<file path="config.mk">
export PLATFORM = sky130hd
export DESIGN_NAME = nes_pad_reader
export DESIGN_NICKNAME = d
export VERILOG_FILES = /design/src/rtl/nes_pad_reader.sv
export SDC_FILE = /design/constraint.sdc
export NUM_CORES = 1
export LEC_CHECK = 0
export ABC_AREA = 1
export BUFFER_PORTS_ARGS = -buffer_cell sky130_fd_sc_hd__buf_2
export CORE_ASPECT_RATIO = 1.5
export CORE_MARGIN = 1.5
export CORE_UTILIZATION = 40
export CTS_CLUSTER_SIZE = 20
export DETAILED_ROUTE_END_ITERATION = 8
export PLACE_DENSITY_LB_ADDON = 0.12
export SLEW_MARGIN = 20
export SYNTH_ARGS = -nofsm -noshare
export SYNTH_HDL_FRONTEND = slang
export SYNTH_SLANG_ARGS = --single-unit
</file>
<file path="constraint.sdc">
create_clock -name clk -period 3.4 [get_ports clk]
set_input_delay 0.17 -clock clk [delete_from_list [all_inputs] [get_ports clk]]
set_output_delay 0.17 -clock clk [all_outputs]
set_load 0.01 [all_outputs]
</file>
<file path="src/rtl/nes_pad_reader.sv">
// +--------------------------------------------------------------------------+
// | nes_pad_reader: polls one NES pad over latch/clock/data and presents the |
// | 8 buttons as a registered active-high word. Option: NES_TWO_POLL_FILTER_EN|
// | Revision: 1.0                                                            |
// +--------------------------------------------------------------------------+
`default_nettype none

module nes_pad_reader #(
  parameter int POLL_CYCLES  = 419583,
  parameter int LATCH_CYCLES = 302,
  parameter int HALF_CYCLES  = 151,
  parameter int CNT_W        = 19
) (
  input  logic       clk,
  input  logic       reset,
  input  logic       nes_data,
  output logic       nes_latch,
  output logic       nes_clk,
  output logic [7:0] buttons,
  output logic       buttons_valid
);

  localparam logic [2:0] S_IDLE  = 3'd0;
  localparam logic [2:0] S_LATCH = 3'd1;
  localparam logic [2:0] S_WAIT0 = 3'd2;
  localparam logic [2:0] S_HIGH  = 3'd3;
  localparam logic [2:0] S_LOW   = 3'd4;
  localparam logic [2:0] S_DONE  = 3'd5;

  localparam logic [CNT_W-1:0] C_POLL_LAST  = CNT_W'(POLL_CYCLES - 1);
  localparam logic [CNT_W-1:0] C_LATCH_LAST = CNT_W'(LATCH_CYCLES - 1);
  localparam logic [CNT_W-1:0] C_HALF_LAST  = CNT_W'(HALF_CYCLES - 1);

  logic [2:0]       state_q, state_d;
  logic [CNT_W-1:0] poll_cnt_q, poll_cnt_d;
  logic [CNT_W-1:0] phase_cnt_q, phase_cnt_d;
  logic [2:0]       bit_cnt_q, bit_cnt_d;
  logic [7:0]       shift_q, shift_d;
  logic [7:0]       buttons_q, buttons_d;
  logic             valid_q, valid_d;
  logic             sync1_q, sync1_d;
  logic             sync2_q, sync2_d;
`ifdef NES_TWO_POLL_FILTER_EN
  logic [7:0]       prev_raw_q, prev_raw_d;
`endif

  logic       poll_tick;
  logic       phase_done;
  logic       sample;
  logic [7:0] raw_word;

  assign poll_tick = (poll_cnt_q == C_POLL_LAST);
  assign raw_word  = ~shift_q;

  always_comb begin
    phase_done = 1'b0;
    case (state_q)
      S_LATCH:               phase_done = (phase_cnt_q == C_LATCH_LAST);
      S_WAIT0, S_HIGH, S_LOW: phase_done = (phase_cnt_q == C_HALF_LAST);
      default:               phase_done = 1'b0;
    endcase
  end

  assign sample = phase_done && ((state_q == S_WAIT0) || (state_q == S_LOW));

  // State register
  always_ff @(posedge clk) begin
    if (reset) begin
      state_q <= S_IDLE;
    end else begin
      state_q <= state_d;
    end
  end

  // Next-state logic; a poll_tick outside IDLE is simply ignored
  always_comb begin
    state_d = state_q;
    case (state_q)
      S_IDLE:  if (poll_tick)  state_d = S_LATCH;
      S_LATCH: if (phase_done) state_d = S_WAIT0;
      S_WAIT0: if (phase_done) state_d = S_HIGH;
      S_HIGH:  if (phase_done) state_d = S_LOW;
      S_LOW:   if (phase_done) state_d = (bit_cnt_q == 3'd7) ? S_DONE : S_HIGH;
      S_DONE:  state_d = S_IDLE;
      default: state_d = S_IDLE;
    endcase
  end

  // Output decode
  always_comb begin
    nes_latch = (state_q == S_LATCH);
    nes_clk   = (state_q == S_HIGH);
  end

  assign buttons       = buttons_q;
  assign buttons_valid = valid_q;

  // Datapath
  always_comb begin
    sync1_d    = nes_data;
    sync2_d    = sync1_q;
    poll_cnt_d = poll_tick ? '0 : poll_cnt_q + 1'b1;
    phase_cnt_d = (phase_done || (state_q == S_IDLE) || (state_q == S_DONE))
                  ? '0 : phase_cnt_q + 1'b1;
    bit_cnt_d  = (state_q == S_IDLE) ? 3'd0 : bit_cnt_q;
    shift_d    = shift_q;
    buttons_d  = buttons_q;
    valid_d    = 1'b0;
`ifdef NES_TWO_POLL_FILTER_EN
    prev_raw_d = prev_raw_q;
`endif

    if (sample) begin
      shift_d[bit_cnt_q] = sync2_q;
      bit_cnt_d          = bit_cnt_q + 3'd1;
    end

    if (state_q == S_DONE) begin
`ifdef NES_TWO_POLL_FILTER_EN
      // Only a word seen on two consecutive polls is published
      prev_raw_d = raw_word;
      if (raw_word == prev_raw_q) begin
        buttons_d = raw_word;
        valid_d   = 1'b1;
      end
`else
      buttons_d = raw_word;
      valid_d   = 1'b1;
`endif
    end
  end

  always_ff @(posedge clk) begin
    if (reset) begin
      sync1_q     <= 1'b1;
      sync2_q     <= 1'b1;
      poll_cnt_q  <= '0;
      phase_cnt_q <= '0;
      bit_cnt_q   <= 3'd0;
      shift_q     <= 8'h00;
      buttons_q   <= 8'h00;
      valid_q     <= 1'b0;
`ifdef NES_TWO_POLL_FILTER_EN
      prev_raw_q  <= 8'h00;
`endif
    end else begin
      sync1_q     <= sync1_d;
      sync2_q     <= sync2_d;
      poll_cnt_q  <= poll_cnt_d;
      phase_cnt_q <= phase_cnt_d;
      bit_cnt_q   <= bit_cnt_d;
      shift_q     <= shift_d;
      buttons_q   <= buttons_d;
      valid_q     <= valid_d;
`ifdef NES_TWO_POLL_FILTER_EN
      prev_raw_q  <= prev_raw_d;
`endif
    end
  end

endmodule

`default_nettype wire

</file>
==> results of run 1 <==
==> worst max-delay path, stage by stage, from the launching register on <==
cell and delay [ns]:
dfxtp_1 0.60, nor2_4 0.08, nand2_2 0.12, nand2_2 0.08
o21bai_2 0.18, nand3_2 0.13, nor2_2 0.34, nand4_1 0.14
nand2_1 0.09, nor2_1 0.05
==> worst min-delay path by stage <==
| stage | from | to | slack, ns | depth (start not counted) |
|---|---|---|---|---|
| after floorplan | nes_data | sync1_q$_SDFF_PP1_ | 0.27 | 1 |
| after global placement | nes_data | sync1_q$_SDFF_PP1_ | 0.36 | 2 |
| after detailed placement | nes_data | sync1_q$_SDFF_PP1_ | 0.36 | 2 |
| after CTS | reset | bit_cnt_q[0]$_SDFFE_PP0P_ | 0.09 | 2 |
| after global routing | reset | bit_cnt_q[0]$_SDFFE_PP0P_ | 0.09 | 2 |
| final | reset | bit_cnt_q[0]$_SDFFE_PP0P_ | 0.1 | 2 |
==> cells in the final DEF (no fill, tap or decap), types with 4 or more instances in the layout <==
cell | netlist | final
a21oi_1 | 28 | 28
buf_2 | 2 | 13
clkbuf_8 | 0 | 10
dfxtp_1 | 63 | 63
ha_1 | 5 | 5
inv_1 | 43 | 43
nand2_1 | 68 | 68
nand2_2 | 6 | 6
nand3_1 | 17 | 17
nand4_1 | 15 | 15
nor2_1 | 80 | 80
nor2_2 | 8 | 8
nor3_1 | 8 | 8
nor3b_1 | 4 | 4
o21ai_0 | 13 | 13
or2_2 | 6 | 6
xnor2_1 | 7 | 7
xor2_1 | 6 | 6
==> state kept, by name, summed over array words and instances, names as in the netlist, 3 cells and up <==
name and flops:
shift_q 8, buttons 8, state_q 3, bit_cnt_q 3
phase_cnt_q 19, poll_cnt_q 19
==> layout make-up <==
cell class / instances / area share, %
multi-input cells: 293 / 44.2
flip-flops and latches: 63 / 37.1
inverters: 46 / 5.08
clock buffers: 10 / 4.05
well taps: 100 / 3.68
clock inverters: 6 / 3.43
repair buffers: 15 / 2.43
==> kinds of logic (layout without fill, tap and decap cells) <==
| logic type | count (synthesis) | in the layout |
|---|---|---|
| fa+ha+maj | 5 | 5 |
| flops | 63 | 63 |
| buf+inv | 53 | 77 |
| simple gates | 225 | 225 |
| xor+xnor | 13 | 13 |
| compound gates | 50 | 50 |
==> where the power goes <==
| part | leakage, nW | total (mW) | internal [mW] | switching [mW] |
|---|---|---|---|---|
| sequential | 0.509 | 0.787 | 0.755 | 0.0317 |
| clock | 0.127 | 0.814 | 0.512 | 0.302 |
| combinational | 0.696 | 0.197 | 0.0656 | 0.131 |
==> layer usage <==
layer | up-vias | share of wire [%]
met5 | - | 0
li1 | 1360 | -
met4 | 0 | 2.7
met1 | 1162 | 44
met2 | 26 | 50
met3 | 11 | 3.7
==> stage by stage <==
stage / std cells / hold slack, ns / total power [mW] / utilization, % / worst slack (ns)
after floorplan: 409 / 0.274 / 0.965 / - / 1.74
after global placement: 516 / 0.356 / 0.999 / 43.3 / 1.49
after detailed placement: 516 / 0.357 / 1.00 / 43.3 / 1.48
after CTS: 533 / 0.0853 / 1.82 / 47.0 / 1.48
after global routing: 533 / 0.0865 / 1.88 / 47.0 / 1.21
final: 533 / 0.0953 / 1.80 / 47.0 / 1.47
==> impl_results.md, run 1 <==
* Synthesized flop and latch total at 63
* Worst Path Arrival at 2.18 ns
* Biggest area consumer among synthesized cells: dfxtp_1
* Cts hold-fix bufs at 1
* Final setup fails at 0
* RR Startpoint: state_q[1]$_SDFFE_PP0P_
* Htree depth at 3
* CTS tree: done
* Area of the multi-input gates at 1500 um2
* Root Buffer: clkbuf_8
* Busiest grt layer: met2
* Ranking of synthesized cells by area: dfxtp_1, nor2_1, nand2_1, inv_1, a21oi_1
* Synth Area in Simple Gates at 35.2%
* Remaining DRCs at 0
* Worst vdd ir at 230 uV
* Count leader, synth: nor2_1
* Worst reg2reg setup slack at 1.47 ns
* Placed inst area at 3130 um2
* Status: finished, final reports clean
* Synthesized area per cell at 7.27 um2
* Detail Placement HPWL at 4260 um
* Number of synthesized flops with an enable pin at 0
* Leak at 1.33 nW
* Synth warn at 0
* Critical Path Fanout Max at 11
* Max-Cap Viols at 0
* Ys flop type: dfxtp_1
* Area share of fa/ha/maj cells after synthesis at 2.10%
* Multiplexer share of the synthesized area at 0%
* GRT Total Usage at 16.3%
* Final hold violations at 0
* Post CTS Setup Buffer Count at 0
* Worst slew pin tran at 0.521 ns
* Post_cts resized at 0
* Core ar. at 7230 um2
* Max Clk Rate at 518 MHz
* Gr ovfl total at 0
* DR iter-0 viols at 113
* Routed len/inst at 10.9 um
* Reg area at 1260 um2
* Type of origin of the critical path: flop
* # nets final at 436
* RSZ-0062 raised after global routing: no
* Clk_skew at 0.00914 ns
* Crit path capture: shift_q[3]$_SDFFE_PP0P_
* GR Util met3 at 4.75%
* PwrDens at 530 nW/um2
* Largest family of logic cells by synthesized area: simple AND/OR/NAND/NOR gates
* Final non-filler cell area at 3400 um2
* Row count at 38
* Ys async rst share at 0%
* Die area at 7970 um2
* Min Tclk post-route at 1.93 ns
* Die H at 109 um
* Port-buffer cells at 13
* Fin crit share at 56.8%
* Crit path from: state_q[1]$_SDFFE_PP0P_
* CTS buffer count at 9
* Fin. max-slew vios at 0
* Num ports at 14
* Layout fillers at 768
* Largest net degree at the start of global routing at 20
* Sink Count at 63
* Die width at 73.4 um
* Vias in the first global route at 2313
* Hold crit path type: in -> reg
* Grt met2 use at 27.3%
* GP Congestion at 0.850
* Mapped Cells at 409
* Skew-Pair Late Insertion Delay at 0.35 ns
* Synthesized area at 2970 um2
* Routed WL at 5820 um
* Most frequent cells after synthesis: nor2_1, nand2_1, dfxtp_1
* Critical Path RT at 3.64 ns
* GR Layer Usage met1 at 18.1%
* ANT nets after route at 0
* FF-to-FF path depth at 9
* Setup CP Type: reg -> reg
* Area share of the largest cell type after synthesis at 42.4%
* Post-route setup TNS at 0 ns
* Crit. End Element: flop
* Xor/xnor share of the synthesized area at 3.83%
* Via/cell ratio at 4.80
* DR pass1 iterations at 4
* Worst R2R End: shift_q[3]$_SDFFE_PP0P_
* Compound-Gate Fraction of Synth Area at 9.30%
* Antenna violations before repair at 0
* Register area share after synthesis at 42.4%
* Area growth from synthesis to layout at 14.2%
* Netlist cell types at 39
* Slew HR at 65.2%
* Vias at 2559
* Clock Pin Slew Worst Setup and Hold Paths at 0.07 ns
* Inserted Diodes at 0
* Syn_nets at 417
* Ratio of cells with drive above 1 in the final layout at 14.3%
* First-pass GRT wire length at 9930 um
* Initial Util at 41.2%
* CTS Buffer Depth at 2
Note: power is estimated with default switching activity, not from simulation.
==> inputs of run 2 (changes only) <==
==> constraint.sdc (replaced) <==
create_clock -name clk -period 1.9 [get_ports clk]
set_input_delay 0.095 -clock clk [delete_from_list [all_inputs] [get_ports clk]]
set_output_delay 0.095 -clock clk [all_outputs]
set_load 0.01 [all_outputs]
==> run 2 against run 1 <==
Die area is the same. Register-to-register slack worse by 1.2 ns. Global-route usage is 0.71 points higher. Sequential share of layout area decreased by 0.49 points. First-iteration DRC count shrank 8.8%. Via count fell by 0.98%. Clock power rose by 57%.
==> impl_results.md, run 2 (same netlist as run 1, synthesis figures left out) <==
* Status: finished, final reports clean
* Leak at 1.37 nW
* Remaining DRCs at 0
* Routed len/inst at 10.8 um
* Final hold violations at 0
* PwrDens at 884 nW/um2
* Tot Pwr at 3.05 mW
* Die H at 109 um
* Critical Path Max Stage Delay at 0.48 ns
* Fin. max-slew vios at 0
* Post-route setup TNS at 0 ns
* Min Tclk post-route at 1.67 ns
* Clk_skew at 0.00583 ns
* Crit path from: state_q[2]$_SDFFE_PP0P_
* Ratio of cells with drive above 1 in the final layout at 17.5%
* Antenna violations before repair at 0
* RR Startpoint: state_q[2]$_SDFFE_PP0P_
* Critical Path Fanout Max at 11
* Crit. End Element: flop
* Root Buffer: clkbuf_8
* Row count at 38
* Vias in the first global route at 2464
* GR Layer Usage met1 at 20.2%
* FF-to-FF path depth at 11
* Layout fillers at 763
* GRT Total Usage at 17.0%
* Commonest non-fill, non-tap cell in the layout: nor2_1
* Busiest grt layer: met2
* Vias at 2534
* Htree depth at 3
* Largest net degree at the start of global routing at 20
* Inserted Diodes at 0
* Via/cell ratio at 4.68
* Top flop regs: phase_cnt_q: 19 flops, poll_cnt_q: 19 flops
* CTS buffer count at 9
* Crit path cell chain: inv_2 -> nand3_2 -> nand2_2 -> nor2_1 -> nor2_2 -> nand3_2 -> nor2_2 -> buf_12 -> nor2_1 -> nand2_1 -> a21oi_1
* Grt met2 use at 27.3%
* Max Clk Rate at 599 MHz
* Critical Path RT at 2.17 ns
* Skew-Pair Late Insertion Delay at 0.34 ns
* Final setup fails at 0
* Post CTS Setup Buffer Count at 0
* Area growth from synthesis to layout at 16.2%
* Clock Pin Slew Worst Setup and Hold Paths at 0.07 ns
* Worst slew pin tran at 0.371 ns
* Hold crit path type: in -> reg
* CTS tree: done
* Type of origin of the critical path: flop
* Slew HR at 75.1%
* Delay-heaviest family, CP: simple AND/OR/NAND/NOR gates
* Routed WL at 5820 um
* Worst reg2reg setup slack at 0.23 ns
* Gr ovfl total at 0
* Port-buffer cells at 13
* Detail Placement HPWL at 4190 um
* Crit path capture: bit_cnt_q[0]$_SDFFE_PP0P_
* Core ar. at 7230 um2
* Crit. path cell count at 11
* Num ports at 14
* Slowest cell on crit path: dfxtp_1
* Fin crit share at 87.9%
* Die area at 7970 um2
* Initial Util at 41.2%
* Max-Cap Viols at 0
* DR pass1 iterations at 4
* GP Congestion at 0.825
* GR Util met3 at 4.57%
* CTS Buffer Depth at 2
* Worst vdd ir at 510 uV
* Worst R2R End: bit_cnt_q[0]$_SDFFE_PP0P_
* Commonest cells after routing, fill and taps aside: nor2_1, nand2_1, dfxtp_1, inv_1, a21oi_1
* DP Worst Slack at 0.154 ns
* Setup CP Type: reg -> reg
* DR iter-0 viols at 103
* Die width at 73.4 um
* First-pass GRT wire length at 10400 um
* Worst Path Arrival at 1.94 ns
* Sink Count at 63
* RSZ-0062 raised after global routing: no
* ANT nets after route at 0
* Buf/Inv on CP at 2
* # nets final at 444
* Final WS setup at 0.231 ns
==> run 2: cell types whose count changed in the layout (fill, tap and decap cells not counted), sizes merged <==
cell / before / now
bufinv: 3 / 1
clkbuf: 10 / 14
buf: 14 / 22
inv: 46 / 45
clkinv: 3 / 2
==> run 2: area by class of cell <==
class / count / area [um2] / area share, %
multi-input cells: 293 / 1510 / 43.6
flip-flops and latches: 63 / 1270 / 36.7
clock buffers: 14 / 193 / 5.58
inverters: 46 / 173 / 5.00
repair buffers: 23 / 155 / 4.49
well taps: 100 / 125 / 3.62
clock inverters: 2 / 35.0 / 1.01
==> run 2: how the worst min path moves through the flow <==
stage,slack [ns],depth (start not counted),endpoint,start
after global routing,0.05,2,bit_cnt_q[2]$_SDFFE_PP0P_,reset
after CTS,0.02,2,bit_cnt_q[1]$_SDFFE_PP0P_,reset
final,0.03,2,bit_cnt_q[1]$_SDFFE_PP0P_,reset
after global placement,0.28,2,sync1_q$_SDFF_PP1_,nes_data
after floorplan,0.20,1,sync1_q$_SDFF_PP1_,nes_data
after detailed placement,0.29,2,sync1_q$_SDFF_PP1_,nes_data
==> run 2: worst register-to-register path, stage by stage (launching register included) <==
cell and delay [ns]:
dfxtp_1 0.48, inv_2 0.11, nand3_2 0.12, nand2_2 0.09, nor2_1 0.12, nor2_2 0.06, nand3_2 0.09, nor2_2 0.05
buf_12 0.13, nor2_1 0.16, nand2_1 0.07, a21oi_1 0.12
==> run 2: timing repair <==
action / 4_1_cts / 5_1_grt
endpoints found under the hold margin: 1 / 0
endpoints found under the setup margin: 0 / 25
hold buffers: 1 / 0
resized for setup: 0 / 7
==> run 2: per-layer routing <==
metal | vias to the layer above | routed length [um]
li1 | 1373 | -
met2 | 19 | 2760
met3 | 11 | 161
met1 | 1131 | 2740
met4 | 0 | 153
met5 | - | 0
==> run 2: stage by stage <==
step           hold slack (ns)  instance area (um2)  util [%]  instances
6_report                0.0336                 3450      47.8        541
5_1_grt                 0.0472                 3450      47.8        541
4_1_cts                 0.0222                 3440      47.6        541
3_5_place_dp             0.285                 3200      44.3        524
3_3_place_gp             0.277                 3200      44.3        524
2_1_floorplan            0.199                 2970         -        409
==> run 2: power by group <==
part / internal, mW / leakage, nW / switching (mW)
Clock: 0.783 / 0.119 / 0.496
Combinational: 0.123 / 0.740 / 0.239
Sequential: 1.36 / 0.510 / 0.0548
